[src/rtl/mac_seq_ctrl_if.sv]
// Operand/result handshake bundle for mac_seq_ctrl.
// master = operand source and result consumer side; slave = the controller.
interface mac_seq_ctrl_if;
  localparam int unsigned OP_W  = 8;
  localparam int unsigned LEN_W = 8;
  localparam int unsigned ACC_W = 16;

  logic             start;
  logic [LEN_W-1:0] len;
  logic [OP_W-1:0]  a_in;
  logic [OP_W-1:0]  b_in;
  logic             in_valid;
  logic             in_ready;
  logic [ACC_W-1:0] out_data;
  logic             out_valid;
  logic             out_ready;
  logic             busy;
  logic             ovf;

  modport master (
    output start, len, a_in, b_in, in_valid, out_ready,
    input  in_ready, out_data, out_valid, busy, ovf
  );

  modport slave (
    input  start, len, a_in, b_in, in_valid, out_ready,
    output in_ready, out_data, out_valid, busy, ovf
  );
endinterface

[src/rtl/mac_seq_ctrl.sv]
// MAC sequencer: registered 8x8 multiply, 16-bit Brent-Kung accumulate, dot-product result handshake.
// Optional MAC_SAT_EN: saturate the accumulator at 16'hFFFF on carry-out instead of wrapping.

module Brent_kung_16bit (
  input  logic [15:0] i_a,
  input  logic [15:0] i_b,
  input  logic        i_cin,
  output logic [15:0] o_sum,
  output logic        o_cout
);
  logic [15:0] w_p;
  logic [15:0] w_gg;
  logic [15:0] w_pp;

  // One prefix level: positions in mask combine with the group d bits below.
  function automatic logic [31:0] bk_level(input logic [15:0] g, input logic [15:0] p,
                                           input logic [15:0] m, input int unsigned d);
    logic [15:0] g_n;
    logic [15:0] p_n;
    g_n = g | (m & p & (g << d));
    p_n = p & (~m | (p << d));
    return {g_n, p_n};
  endfunction

  always_comb begin
    logic [31:0] v_gp;
    w_p       = i_a ^ i_b;
    v_gp      = {i_a & i_b, w_p};
    v_gp[16]  = v_gp[16] | (w_p[0] & i_cin);
    // Up-sweep: spans 2, 4, 8, 16.
    v_gp = bk_level(v_gp[31:16], v_gp[15:0], 16'hAAAA, 1);
    v_gp = bk_level(v_gp[31:16], v_gp[15:0], 16'h8888, 2);
    v_gp = bk_level(v_gp[31:16], v_gp[15:0], 16'h8080, 4);
    v_gp = bk_level(v_gp[31:16], v_gp[15:0], 16'h8000, 8);
    // Down-sweep fills the remaining prefixes.
    v_gp = bk_level(v_gp[31:16], v_gp[15:0], 16'h0800, 4);
    v_gp = bk_level(v_gp[31:16], v_gp[15:0], 16'h2220, 2);
    v_gp = bk_level(v_gp[31:16], v_gp[15:0], 16'h5554, 1);
    w_gg = v_gp[31:16];
    w_pp = v_gp[15:0];
  end

  assign o_sum  = w_p ^ {w_gg[14:0], i_cin};
  assign o_cout = w_gg[15];

  logic w_unused;
  assign w_unused = ^w_pp;
endmodule

module mac_seq_ctrl (
  input  logic          clk,
  input  logic          rst,
  mac_seq_ctrl_if.slave bus
);
  localparam int unsigned OP_W  = 8;
  localparam int unsigned LEN_W = 8;
  localparam int unsigned ACC_W = 16;

  typedef enum logic [1:0] {
    ST_IDLE  = 2'd0,
    ST_RUN   = 2'd1,
    ST_DRAIN = 2'd2,
    ST_DONE  = 2'd3
  } state_t;

  state_t             r_state;
  state_t             w_state_nxt;
  logic [LEN_W-1:0]   r_cnt;
  logic [ACC_W-1:0]   r_acc;
  logic [ACC_W-1:0]   r_prod;
  logic               r_prod_v;
  logic               r_ovf;
  logic               w_hs;
  logic               w_load;
  logic [ACC_W-1:0]   w_sum;
  logic               w_cout;
  logic [OP_W-1:0]    w_a;
  logic [OP_W-1:0]    w_b;

  assign w_a  = bus.a_in;
  assign w_b  = bus.b_in;
  assign w_hs = bus.in_valid && (r_state == ST_RUN);

  Brent_kung_16bit u_add (
    .i_a    (r_acc),
    .i_b    (r_prod),
    .i_cin  (1'b0),
    .o_sum  (w_sum),
    .o_cout (w_cout)
  );

  always_ff @(posedge clk) begin
    if (rst) r_state <= ST_IDLE;
    else     r_state <= w_state_nxt;
  end

  always_comb begin
    w_state_nxt = r_state;
    w_load      = 1'b0;
    case (r_state)
      ST_IDLE: begin
        if (bus.start) begin
          w_load      = 1'b1;
          w_state_nxt = (bus.len == '0) ? ST_DONE : ST_RUN;
        end
      end
      ST_RUN: begin
        if (w_hs && (r_cnt == LEN_W'(1))) w_state_nxt = ST_DRAIN;
      end
      ST_DRAIN: w_state_nxt = ST_DONE;
      ST_DONE: begin
        if (bus.out_ready) w_state_nxt = ST_IDLE;
      end
      default: w_state_nxt = ST_IDLE;
    endcase
  end

  // Multiply stage, remaining count and accumulator.
  always_ff @(posedge clk) begin
    if (rst) begin
      r_cnt    <= '0;
      r_acc    <= '0;
      r_prod   <= '0;
      r_prod_v <= 1'b0;
      r_ovf    <= 1'b0;
    end else begin
      r_prod_v <= w_hs;
      if (w_hs) begin
        r_prod <= ACC_W'(w_a) * ACC_W'(w_b);
        r_cnt  <= r_cnt - LEN_W'(1);
      end
      if (w_load) begin
        r_cnt <= bus.len;
        r_acc <= '0;
        r_ovf <= 1'b0;
      end else if (r_prod_v) begin
`ifdef MAC_SAT_EN
        r_acc <= w_cout ? {ACC_W{1'b1}} : w_sum;
`else
        r_acc <= w_sum;
`endif
        if (w_cout) r_ovf <= 1'b1;
      end
    end
  end

  assign bus.in_ready  = (r_state == ST_RUN);
  assign bus.out_valid = (r_state == ST_DONE);
  assign bus.busy      = (r_state != ST_IDLE);
  assign bus.out_data  = r_acc;
  assign bus.ovf       = r_ovf;
endmodule

[src/flat_wrapper.sv]
// flat-port wrapper written by rule: the top's interface ports become plain ports
module mac_seq_ctrl_flat 
  (clk, rst, bus_start, bus_len, bus_a_in, bus_b_in, bus_in_valid, bus_out_ready, bus_in_ready, bus_out_data, bus_out_valid, bus_busy, bus_ovf);
  mac_seq_ctrl_if bus_i ();
  input  logic clk;
  input  logic rst;
  input wire logic [$bits(bus_i.start)-1:0] bus_start;
  input wire logic [$bits(bus_i.len)-1:0] bus_len;
  input wire logic [$bits(bus_i.a_in)-1:0] bus_a_in;
  input wire logic [$bits(bus_i.b_in)-1:0] bus_b_in;
  input wire logic [$bits(bus_i.in_valid)-1:0] bus_in_valid;
  input wire logic [$bits(bus_i.out_ready)-1:0] bus_out_ready;
  output wire logic [$bits(bus_i.in_ready)-1:0] bus_in_ready;
  output wire logic [$bits(bus_i.out_data)-1:0] bus_out_data;
  output wire logic [$bits(bus_i.out_valid)-1:0] bus_out_valid;
  output wire logic [$bits(bus_i.busy)-1:0] bus_busy;
  output wire logic [$bits(bus_i.ovf)-1:0] bus_ovf;
  assign bus_i.start = bus_start;
  assign bus_i.len = bus_len;
  assign bus_i.a_in = bus_a_in;
  assign bus_i.b_in = bus_b_in;
  assign bus_i.in_valid = bus_in_valid;
  assign bus_i.out_ready = bus_out_ready;
  assign bus_in_ready = bus_i.in_ready;
  assign bus_out_data = bus_i.out_data;
  assign bus_out_valid = bus_i.out_valid;
  assign bus_busy = bus_i.busy;
  assign bus_ovf = bus_i.ovf;
  mac_seq_ctrl u_core (.clk(clk), .rst(rst), .bus(bus_i));
endmodule
[config.mk]
export PLATFORM = sky130hd
export DESIGN_NAME = mac_seq_ctrl_flat
export DESIGN_NICKNAME = d
export VERILOG_FILES = /design/src/rtl/mac_seq_ctrl_if.sv /design/src/rtl/mac_seq_ctrl.sv /design/src/flat_wrapper.sv
export SDC_FILE = /design/constraint.sdc
export NUM_CORES = 1
export LEC_CHECK = 0
export CAP_MARGIN = 40
export CORE_UTILIZATION = 58
export CTS_CLUSTER_SIZE = 24
export DETAILED_ROUTE_END_ITERATION = 6
export GPL_TIMING_DRIVEN = 0
export PLACE_DENSITY = 0.8
export SLEW_MARGIN = 20
export SYNTH_ARGS = -nofsm -noshare
export SYNTH_HDL_FRONTEND = slang
export SYNTH_SLANG_ARGS = --single-unit
export TNS_END_PERCENT = 1
[constraint.sdc]
create_clock -name clk -period 5.2 [get_ports clk]
set_input_delay 1.04 -clock clk [delete_from_list [all_inputs] [get_ports clk]]
set_output_delay 1.04 -clock clk [all_outputs]
set_load 0.05 [all_outputs]
## Word-level counts from Yosys, hierarchy flattened

Index checks and enable logic that the tools add are counted.

| storage, ports and cells | value |
|---|---|
| register bits | 44 |
| word-level logic and storage cells | 56 |
| bits of input ports | 29 |

| operators by class | value |
|---|---|
| bitwise logic cells | 23 |
| reduce and logical (&&, ||, !) cells | 9 |
| eq/ne operators | 7 |
| $mul | 1 |
| multiplexer cells | 9 |
| add/sub/neg operators | 1 |

Operator list:

| operator | count |
|---|---|
| $and A16 B16 Y16 | 8 |
| $or A16 B16 Y16 | 7 |
| $xor A16 B16 Y16 | 2 |
| $and A15 B15 Y15 | 2 |
| $and A12 B16 Y16 | 1 |
| $and A14 B16 Y16 | 1 |
| $and A15 B16 Y16 | 1 |
| $mul A8 B8 Y16 | 1 |
| $mux W8 | 2 |
| $and A15 B15 Y15 const B | 1 |
| $eq A8 B1 Y1 const B | 1 |
| $logic_not A8 Y1 | 1 |
| $mux W2 | 4 |
| $pmux W2 S4 | 1 |
| $sub A8 B1 Y8 const B | 1 |
| $eq A2 B2 Y1 const B | 2 |
| $ne A2 B2 Y1 const B | 2 |
| $reduce_bool A2 Y1 | 2 |
| $reduce_and A3 Y1 | 1 |
| $eq A2 B1 Y1 const B | 1 |
| $logic_and A1 B1 Y1 | 2 |
| $logic_not A2 Y1 | 1 |
| $mux W1 | 2 |
| $ne A2 B1 Y1 const B | 1 |
| 2 further kinds | 2 |

## Depth between registers and ports, before layout

Gate-level depths: netlist of the first run.

| depth | value |
|---|---|
| depth after elaboration | 16 |
| depth in mapped cells | 16 |
| depth with buffers taken out | 16 |

## Cells and area by module

From an unflattened synthesis of the first run, not the netlist that was laid out.

| unflattened totals | value |
|---|---|
| cell total of the unflattened synthesis | 500 |
| area total of the unflattened synthesis | 4524.3 µm² |

By module, submodules not included:

| module | area each (µm²) | times used | cells each | seq. area each (µm²) |
|---|---|---|---|---|
| mac_seq_ctrl | 3854.9 | 1 | 427 | 880.8 |
| Brent_kung_16bit | 669.4 | 1 | 73 | 0.0 |

## Worst setup path before layout of the first run

Ideal clock, no wire load.

| path | value |
|---|---|
| kind | input port to flip-flop |
| start point | input bus_b_in[7] |
| end point | register u_core.r_prod[14] |
| data required time | 5.083 ns |
| arrival time | 4.781 ns |
| stages | 15 |
| setup slack | 0.302 ns |
| path buffers | 0 |
| path through | nand2_1 fa_1 fa_1 inv_1 fa_1 inv_1 fa_1 inv_1 ha_1 and2_1 a311oi_2 a211oi_1 a211oi_1 xnor2_1 a22o_1 |

| between the ends | value |
|---|---|
| longest elaborated chain between the ends | 1 |

Ends and longest elaborated chain:

| item | line | source |
|---|---|---|
| start: declaration | flat_wrapper.sv:10 | `input wire logic [$bits(bus_i.b_in)-1:0] bus_b_in;` |
| $mul A8 B8 Y16 | mac_seq_ctrl.sv:129 | `r_prod <= ACC_W'(w_a) * ACC_W'(w_b);` |
| end signal: assignment | mac_seq_ctrl.sv:129 |  |
| end: declaration | mac_seq_ctrl.sv:70 | `logic [ACC_W-1:0] r_prod;` |

Every way passes these cells.
A chain may end at the register's enable or synchronous reset.

## Worst setup path in the final report of the first run

| path | value |
|---|---|
| start point | input bus_a_in[6] |
| end point | register u_core.r_prod[14] |

| between the ends | value |
|---|---|
| longest elaborated chain between the ends | 1 |

Ends and longest elaborated chain:

| item | line | source |
|---|---|---|
| start: declaration | flat_wrapper.sv:9 | `input wire logic [$bits(bus_i.a_in)-1:0] bus_a_in;` |
| $mul A8 B8 Y16 | mac_seq_ctrl.sv:129 |  |

Every way passes these cells.

==> summary.txt, run 1 <==
Flow run
  – Max-cap viol count: 0

Detailed routing
  – Drt first pass iters: 5
  – Via count: 3652
  – Drt initial violations: 150
  – Residual DRC: 0
  – Final wirelength: a little over 9 mm
  – Vias per cell: 5.58
  – WL per Instance: 14.2 µm
  – Antenna-violating nets left: 0

Clocking
  – CTS root buf: clkbuf_8
  – Clk sink count: 44
  – Cts bufs inserted: 5
  – Clock-pin slew on the worst setup and hold paths: roughly 80 ps
  – Later-pin clock latency in the skew report: slightly below 300 ps
  – H-tree lvl count: 2
  – Longest Clk Path Bufs: 2
  – CTS tree: done

Power
  – Switching Fraction: 46.0%
  – Seq pwr share: 26.6%
  – Combinational share of power: 61.6%
  – P_sw: 0.000799 W
  – Pwr Density: 340 nW/µm²
  – Internal Power: 0.000937 W
  – Lkg Pwr: 2.33 nW
  – Max VDD drop: 0.000148 V
  – Clock network power share: 11.8%

Floorplanning
  – IO Count: 49
  – Die ar.: 8070 µm²
  – DIE HEIGHT: 89.9 µm
  – Core Area: 7370 µm²
  – DIE WIDTH: about 90 µm
  – Std cell rows: 31
  – Starting Density: 60.7%

Min path
  – Hold Crit Class: flop to flop
  – Hold EP: u_core.r_prod[7]
  – Worst hold start: u_core.r_prod[7]
  – Worst hold path depth: 2

Worst setup path
  – Terminus of the critical flop-to-flop path: u_core.bus.out_data[13]
  – R2r worst-path depth: 12
  – Worst Path Max Fanout: 8
  – Setup crit start kind: primary input
  – Reg-to-Reg Start: u_core.bus.out_data[0]
  – Crit path capture type: flop
  – Critical Path RT: 5390 ps
  – Kind of critical path: primary input to flop
  – Worst Path Arrival: 5250 ps
  – R2r setup slk: between 2000 and 2500 ps

Global routing
  – GRT Total Usage: 24.4%
  – Largest net degree at the start of global routing: 13
  – GR Util met2: a little under half
  – GRT busiest layer: met2
  – Vias in the first global route: around 3700
  – Grt ovf: 0
  – Global-route wire length before repair: 16.4 mm
  – Initial antenna violation count: 0
  – Met1 usage: 30.1%
  – GR Util met3: 2.62%

Logic synthesis
  – Mapped Area: approximately 4500 µm²
  – Area leader, netlist: dfxtp_1
  – Warnings, synthesis: 0
  – Syn_area_per_cell: 8.95 µm²
  – Yosys cell types: 44
  – Synth top area share: 19.7%
  – FF+latch count, synth: 44
  – Post-synth EDFFs: 0
  – Mapped Nets: between 600 and 700
  – Cells after synthesis: 500
  – Area contributors post-synth: dfxtp_1 (20%), fa_1 (20%), ha_1 (16%)
  – Post-synthesis sequential area ratio: 19.7%
  – Synth Flop Type: dfxtp_1
  – Asr flop ratio synth: 0%

STA
  – Fmax achieved: approximately 200 MHz
  – Measured slew at the worst slew-check pin: 673 ps
  – RSZ-0062 raised after global routing: true
  – Min cycle time layout: a little over 5000 ps
  – Slew HR: 55.1%
  – Clk_skew: 7.24 ps
  – Fin Setup TNS: 0 ps
  – Final Setup Violations: 0
  – Count of final max-slew check failures: 0
  – Period utilization: 97.4%
  – Fin. Hold Viols: 0

Placement
  – Hpwl dp: 7.75 mm
  – Port Buf Inserts: 47
  – Post-Place Cells: 646
  – Routability cong.: 0.849

Final layout
  – Fin util: between 60% and 70%
  – Layout area overhead: 14.0%
  – Non-Filler Instances: 654
  – ANT cells: 0
  – Fin nets: 686
  – Layout cells sized above 1: 5.05%

Run status
  – Status: complete, no violations
worst max-delay path: stages:
cell	delay, ps
dlygate4sd2_1	330
and2_1	220
fa_1	530
fa_1	440
fa_1	540
inv_1	50
fa_1	530
inv_1	40
ha_1	360
a211oi_2	230
o21bai_1	140
a21o_1	210
a211oi_2	250
xnor2_1	120
a22o_1	210
power by group through the flow:
| stage | registers (W) | clock network (W) | logic (W) |
|---|---|---|---|
| floorplan | 0.000473 | 0 | 0.000793 |
| global placement | 0.000462 | 0 | 0.00101 |
| detailed placement | 0.000467 | 0 | 0.00105 |
| CTS | 0.000460 | 0.000209 | 0.00106 |
| global route | 0.000469 | 0.000221 | 0.00119 |
| finish | 0.000461 | 0.000205 | 0.00107 |
state kept, by name, summed over array words and instances, names as in the netlist:
register             flops
u_core.bus.out_data     16
u_core.r_prod           16
u_core.r_cnt             8
u_core.r_state           2
u_core.bus.ovf           1
u_core.r_prod_v          1
logic make-up (layout without fill, tap and decap cells):
logic type,count (synthesis),count (layout),share of synthesized area (%)
adder cells (fa/ha/maj),102,102,35.9
buffers and inverters,73,128,6.12
multiplexers,10,10,2.24
AND/OR/NAND/NOR,162,162,18.1
XOR/XNOR,20,20,3.91
AO/OA/AOI/OAI,89,89,14.0
flip-flops,44,44,19.7
area by class of cell:
type	instances	area, µm²
well taps	99	124
flip-flops and latches	44	881
inverters	61	229
clock inverters	1	5.00
clock buffers	6	72.6
repair buffers	48	415
fillers	612	2270
plain buffers	12	45.0
multi-input cells	383	3330
what timing repair did:
action / 4_1_cts / 5_1_grt
gates resized for setup: 14 / 26
pin swaps: 1 / 0
buffers inserted: 1 / 0
endpoints found under the setup margin: 8 / 8
hold buffers: 0 / 0
worst max path at each step:
stage	depth (start not counted)	startpoint	end	slack (ps)
floorplan	15	bus_b_in[7]	u_core.r_prod[14]	300
global placement	16	bus_a_in[0]	u_core.r_prod[14]	-580
detailed placement	16	bus_a_in[0]	u_core.r_prod[14]	-660
CTS	16	bus_a_in[0]	u_core.r_prod[14]	20
global route	15	bus_a_in[6]	u_core.r_prod[14]	-30
finish	15	bus_a_in[6]	u_core.r_prod[14]	140
cells in the final DEF (no fill, tap or decap), drive strengths merged, types with 4 or more instances in the layout:
master | netlist | final
or3 | 4 | 4
clkdlybuf4s50 | 0 | 33
inv | 61 | 61
a21oi | 22 | 22
ha | 58 | 58
a311oi | 5 | 5
a211oi | 20 | 20
mux2i | 10 | 10
and2 | 48 | 48
nand2 | 45 | 45
nand3 | 7 | 7
dfxtp | 44 | 44
fa | 44 | 44
o21ai | 13 | 13
a21o | 9 | 9
xnor2 | 18 | 18
clkbuf | 12 | 30
nor3 | 7 | 7
nor2 | 34 | 34
metrics by stage:
stage	worst slack [ps]	power [W]	hold slack (ps)	instance area [µm²]
finish	137	0.00174	457	5100
floorplan	302	0.00127	436	4480
global placement	-580	0.00147	451	5070
detailed placement	-656	0.00152	453	5070
global route	-26.4	0.00188	492	5100
CTS	19.0	0.00173	463	5140
Yosys cell counts (all sizes together) (2+ instances only):
cell	count
inv	61
ha	58
and2	48
nand2	45
dfxtp	44
fa	44
nor2	34
a21oi	22
a211oi	20
xnor2	18
o21ai	13
clkbuf	12
mux2i	10
a21o	9
nand3	7
nor3	7
a311oi	5
or3	4
a22o	3
nand2b	3
nor2b	3
nor4	3
a31o	2
and3	2
nand4	2
o2111ai	2
o211ai	2
o21a	2
o21bai	2
o22ai	2
xor2	2
metal layers:
layer / share of wire [%] / wire length, µm
met5: 0 / 0
met4: 1.3 / 118
met3: 3.1 / 287
met2: 52 / 4810
met1: 44 / 4090
Power figures use the tool's default switching activity.
==> run 2, diff against run 1 <==
--- a/config.mk
+++ b/config.mk
@@ -9,6 +9,7 @@
 export CORE_UTILIZATION = 58
 export CTS_CLUSTER_SIZE = 24
 export DETAILED_ROUTE_END_ITERATION = 6
+export GPL_ROUTABILITY_DRIVEN = 0
 export GPL_TIMING_DRIVEN = 0
 export PLACE_DENSITY = 0.8
 export SLEW_MARGIN = 20
==> results of run 2 <==
The final DEF is identical to that of run 1; final timing and power are the same.
==> run 3, diff against run 2 <==
--- a/config.mk
+++ b/config.mk
@@ -12,6 +12,7 @@
 export GPL_ROUTABILITY_DRIVEN = 0
 export GPL_TIMING_DRIVEN = 0
 export PLACE_DENSITY = 0.8
+export RECOVER_POWER = 50
 export SLEW_MARGIN = 20
 export SYNTH_ARGS = -nofsm -noshare
 export SYNTH_HDL_FRONTEND = slang
==> run 3 against run 2 <==
- die area is the same
- first-iteration DRC count shrank 6.0%
- critical endpoint unchanged
- clock power is essentially flat
- routed wire length shrank 0.14%
- cell count is the same
- utilization shrank 0.34 points
- worst hold slack gained 1.2 ps
- clock skew is essentially flat
- non-clock buffer count is the same
==> summary.txt, run 3 (synthesis results as in run 1) <==
Worst setup path
  – Most used cell, CP: fa_1 (unchanged)
  – Worst Path Arrival: 5250 ps (about the same)
  – Setup crit start kind: primary input (unchanged)
  – Critical Path RT: 5390 ps (about the same)
  – CP max stage delay: 540 ps (about the same)
  – Kind of critical path: primary input to flop (unchanged)
  – R2r setup slk: 2170 ps (was 2210 ps)
  – Crit path capture type: flop (unchanged)
  – Terminus of the critical flop-to-flop path: u_core.bus.out_data[13] (unchanged)
  – Worst Path Max Fanout: 8 (unchanged)
  – R2r worst-path depth: 12 (unchanged)
  – Worst path cell trace: dlygate4sd2_1 > and2_1 > fa_1 > fa_1 > fa_1 > inv_1 > fa_1 > inv_1 > ha_1 > a211oi_2 > o21bai_1 > a21o_1 > a211oi_2 > xnor2_1 > a22o_1 (unchanged)
  – Reg-to-Reg Start: u_core.bus.out_data[0] (unchanged)
  – Slowest cell on crit path: fa_1 (unchanged)

Floorplanning
  – Std cell rows: 31 (unchanged)
  – DIE WIDTH: 89.9 µm (unchanged)
  – DIE HEIGHT: 89.9 µm (unchanged)
  – IO Count: 49 (unchanged)
  – Starting Density: 60.7% (unchanged)
  – Die ar.: 8070 µm² (unchanged)
  – Core Area: 7370 µm² (unchanged)

Min path
  – Hold Crit Class: flop to flop (unchanged)
  – Worst hold path depth: 2 (unchanged)
  – Worst hold start: u_core.r_prod[7] (unchanged)
  – Hold EP: u_core.r_prod[7] (unchanged)

STA
  – Fin Setup TNS: 0 ps (unchanged)
  – Period utilization: 97.5% (was 97.4%)
  – Fin. Hold Viols: 0 (unchanged)
  – Slew HR: 55.2% (was 55.1%)
  – Fmax achieved: 197 MHz (about the same)
  – Final Setup Violations: 0 (unchanged)
  – Measured slew at the worst slew-check pin: 672 ps (was 673 ps)
  – Worst Slack Setup Final: 131 ps (was 137 ps)
  – Count of final max-slew check failures: 0 (unchanged)
  – Clk_skew: 7.60 ps (was 7.24 ps)
  – Min cycle time layout: 5070 ps (was 5060 ps)
  – RSZ-0062 raised after global routing: true (unchanged)

Placement
  – Hpwl dp: 7.75 mm (unchanged)
  – Setup WS pre-CTS: -656 ps (unchanged)
  – Port Buf Inserts: 47 (unchanged)

Power
  – Clock network power share: 11.9% (was 11.8%)
  – Combinational share of power: 61.3% (was 61.6%)
  – Seq pwr share: 26.8% (was 26.6%)
  – Internal Power: 0.000927 W (was 0.000937 W)
  – Switching Fraction: 45.9% (was 46.0%)
  – Max VDD drop: 0.000142 V (was 0.000148 V)
  – Pwr Density: 337 nW/µm² (was 340 nW/µm²)
  – Lkg Pwr: 2.38 nW (was 2.33 nW)
  – P_sw: 0.000786 W (was 0.000799 W)

Clocking
  – H-tree lvl count: 2 (unchanged)
  – CTS root buf: clkbuf_8 (unchanged)
  – Longest Clk Path Bufs: 2 (unchanged)
  – Later-pin clock latency in the skew report: 290 ps (about the same)
  – Clock-pin slew on the worst setup and hold paths: 80 ps (about the same)
  – CTS tree: done (unchanged)
  – Clk sink count: 44 (unchanged)
  – Hold-fix buffers, CTS: 0 (unchanged)
  – Cts bufs inserted: 5 (unchanged)

Detailed routing
  – WL per Instance: 14.2 µm (about the same)
  – Antenna-violating nets left: 0 (unchanged)
  – Drt initial violations: 141 (was 150)
  – Residual DRC: 0 (unchanged)
  – Via count: 3659 (was 3652)
  – Vias per cell: 5.59 (was 5.58)
  – Drt first pass iters: 4 (was 5)
  – Final wirelength: 9.30 mm (was 9.31 mm)

Final layout
  – Fin util: 68.9% (was 69.3%)
  – Layout area overhead: 13.4% (was 14.0%)
  – Layout cells sized above 1: 4.68% (was 5.05%)
  – Most frequent cells in the layout: inv_1 (61), ha_1 (58), and2_1 (48) (unchanged)
  – Commonest non-fill, non-tap cell in the layout: inv_1 (unchanged)
  – ANT cells: 0 (unchanged)
  – Fin nets: 686 (unchanged)

Global routing
  – GR Util met2: 45.4% (unchanged)
  – GRT busiest layer: met2 (unchanged)
  – GR Util met3: 2.62% (unchanged)
  – Grt ovf: 0 (unchanged)
  – GRT Total Usage: 24.4% (unchanged)
  – Largest net degree at the start of global routing: 13 (unchanged)
  – Vias in the first global route: 3734 (unchanged)
  – Met1 usage: 30.1% (unchanged)
  – Global-route wire length before repair: 16.4 mm (unchanged)
  – Initial antenna violation count: 0 (unchanged)

Flow run
  – Max-cap viol count: 0 (unchanged)

Run status
  – Status: complete, no violations (unchanged)
-- run 3: cell types whose count changed in the layout (fill, tap and decap cells not counted), sizes merged --
cell           before  now
clkdlybuf4s50      33   17
dlygate4sd3         0   16
-- run 3: power by group through the flow --
stage / Combinational, W / Sequential, W / Clock (W)
after global placement: 0.00101 / 0.000462 / 0
after global routing: 0.00118 / 0.000466 / 0.000221
final: 0.00105 / 0.000459 / 0.000204
after detailed placement: 0.00105 / 0.000467 / 0
after CTS: 0.00106 / 0.000460 / 0.000209
after floorplan: 0.000793 / 0.000473 / 0
-- run 3: worst max-delay path by stage --
stage                            from           endpoint  slack (ps)  depth (start not counted)
after floorplan           bus_b_in[7]  u_core.r_prod[14]         300                         15
after global placement    bus_a_in[0]  u_core.r_prod[14]        -580                         16
after detailed placement  bus_a_in[0]  u_core.r_prod[14]        -660                         16
after CTS                 bus_a_in[0]  u_core.r_prod[14]          20                         16
after global routing      bus_a_in[6]  u_core.r_prod[14]         -30                         15
final                     bus_a_in[6]  u_core.r_prod[14]         130                         15
-- run 3: repair_timing --
| item | 4_1_cts | 5_1_grt |
|---|---|---|
| pin swaps | 1 | 0 |
| endpoints found under the setup margin | 8 | 8 |
| hold endpoints to repair | 0 | 0 |
| setup buffers | 1 | 0 |
| gates resized for setup | 14 | 26 |
-- run 3: final cells by class --
type                    instances  area [µm²]
multi-input cells             383        3310
fillers                       615        2290
repair buffers                 48         415
clock inverters                 1        5.00
flip-flops and latches         44         881
well taps                      99         124
clock buffers                   6        72.6
plain buffers                  12        45.0
inverters                      61         229
-- run 3: routing by layer --
layer	share of wire, %	up-vias	wire length (µm)
met5	0	-	0
met4	1.3	0	119
met3	3.4	12	313
met2	51	83	4790
met1	44	1767	4080
li1	-	1797	-
-- run 3: stage by stage --
step / area, µm² / instances / total power [W] / hold slack [ps]
floorplan: 4480 / 500 / 0.00127 / 436
CTS: 5140 / 654 / 0.00173 / 463
global route: 5080 / 654 / 0.00186 / 492
finish: 5080 / 654 / 0.00171 / 459
detailed placement: 5070 / 646 / 0.00152 / 453
global placement: 5070 / 646 / 0.00147 / 451
-- run 3: worst max-delay path, delay by kind of cell --
family	cells	cell delay (ps)
AO/OA/AOI/OAI	5	1040
XOR/XNOR	1	120
adder cells (fa/ha/maj)	5	2400
buffers and inverters	3	420
AND/OR/NAND/NOR	1	220
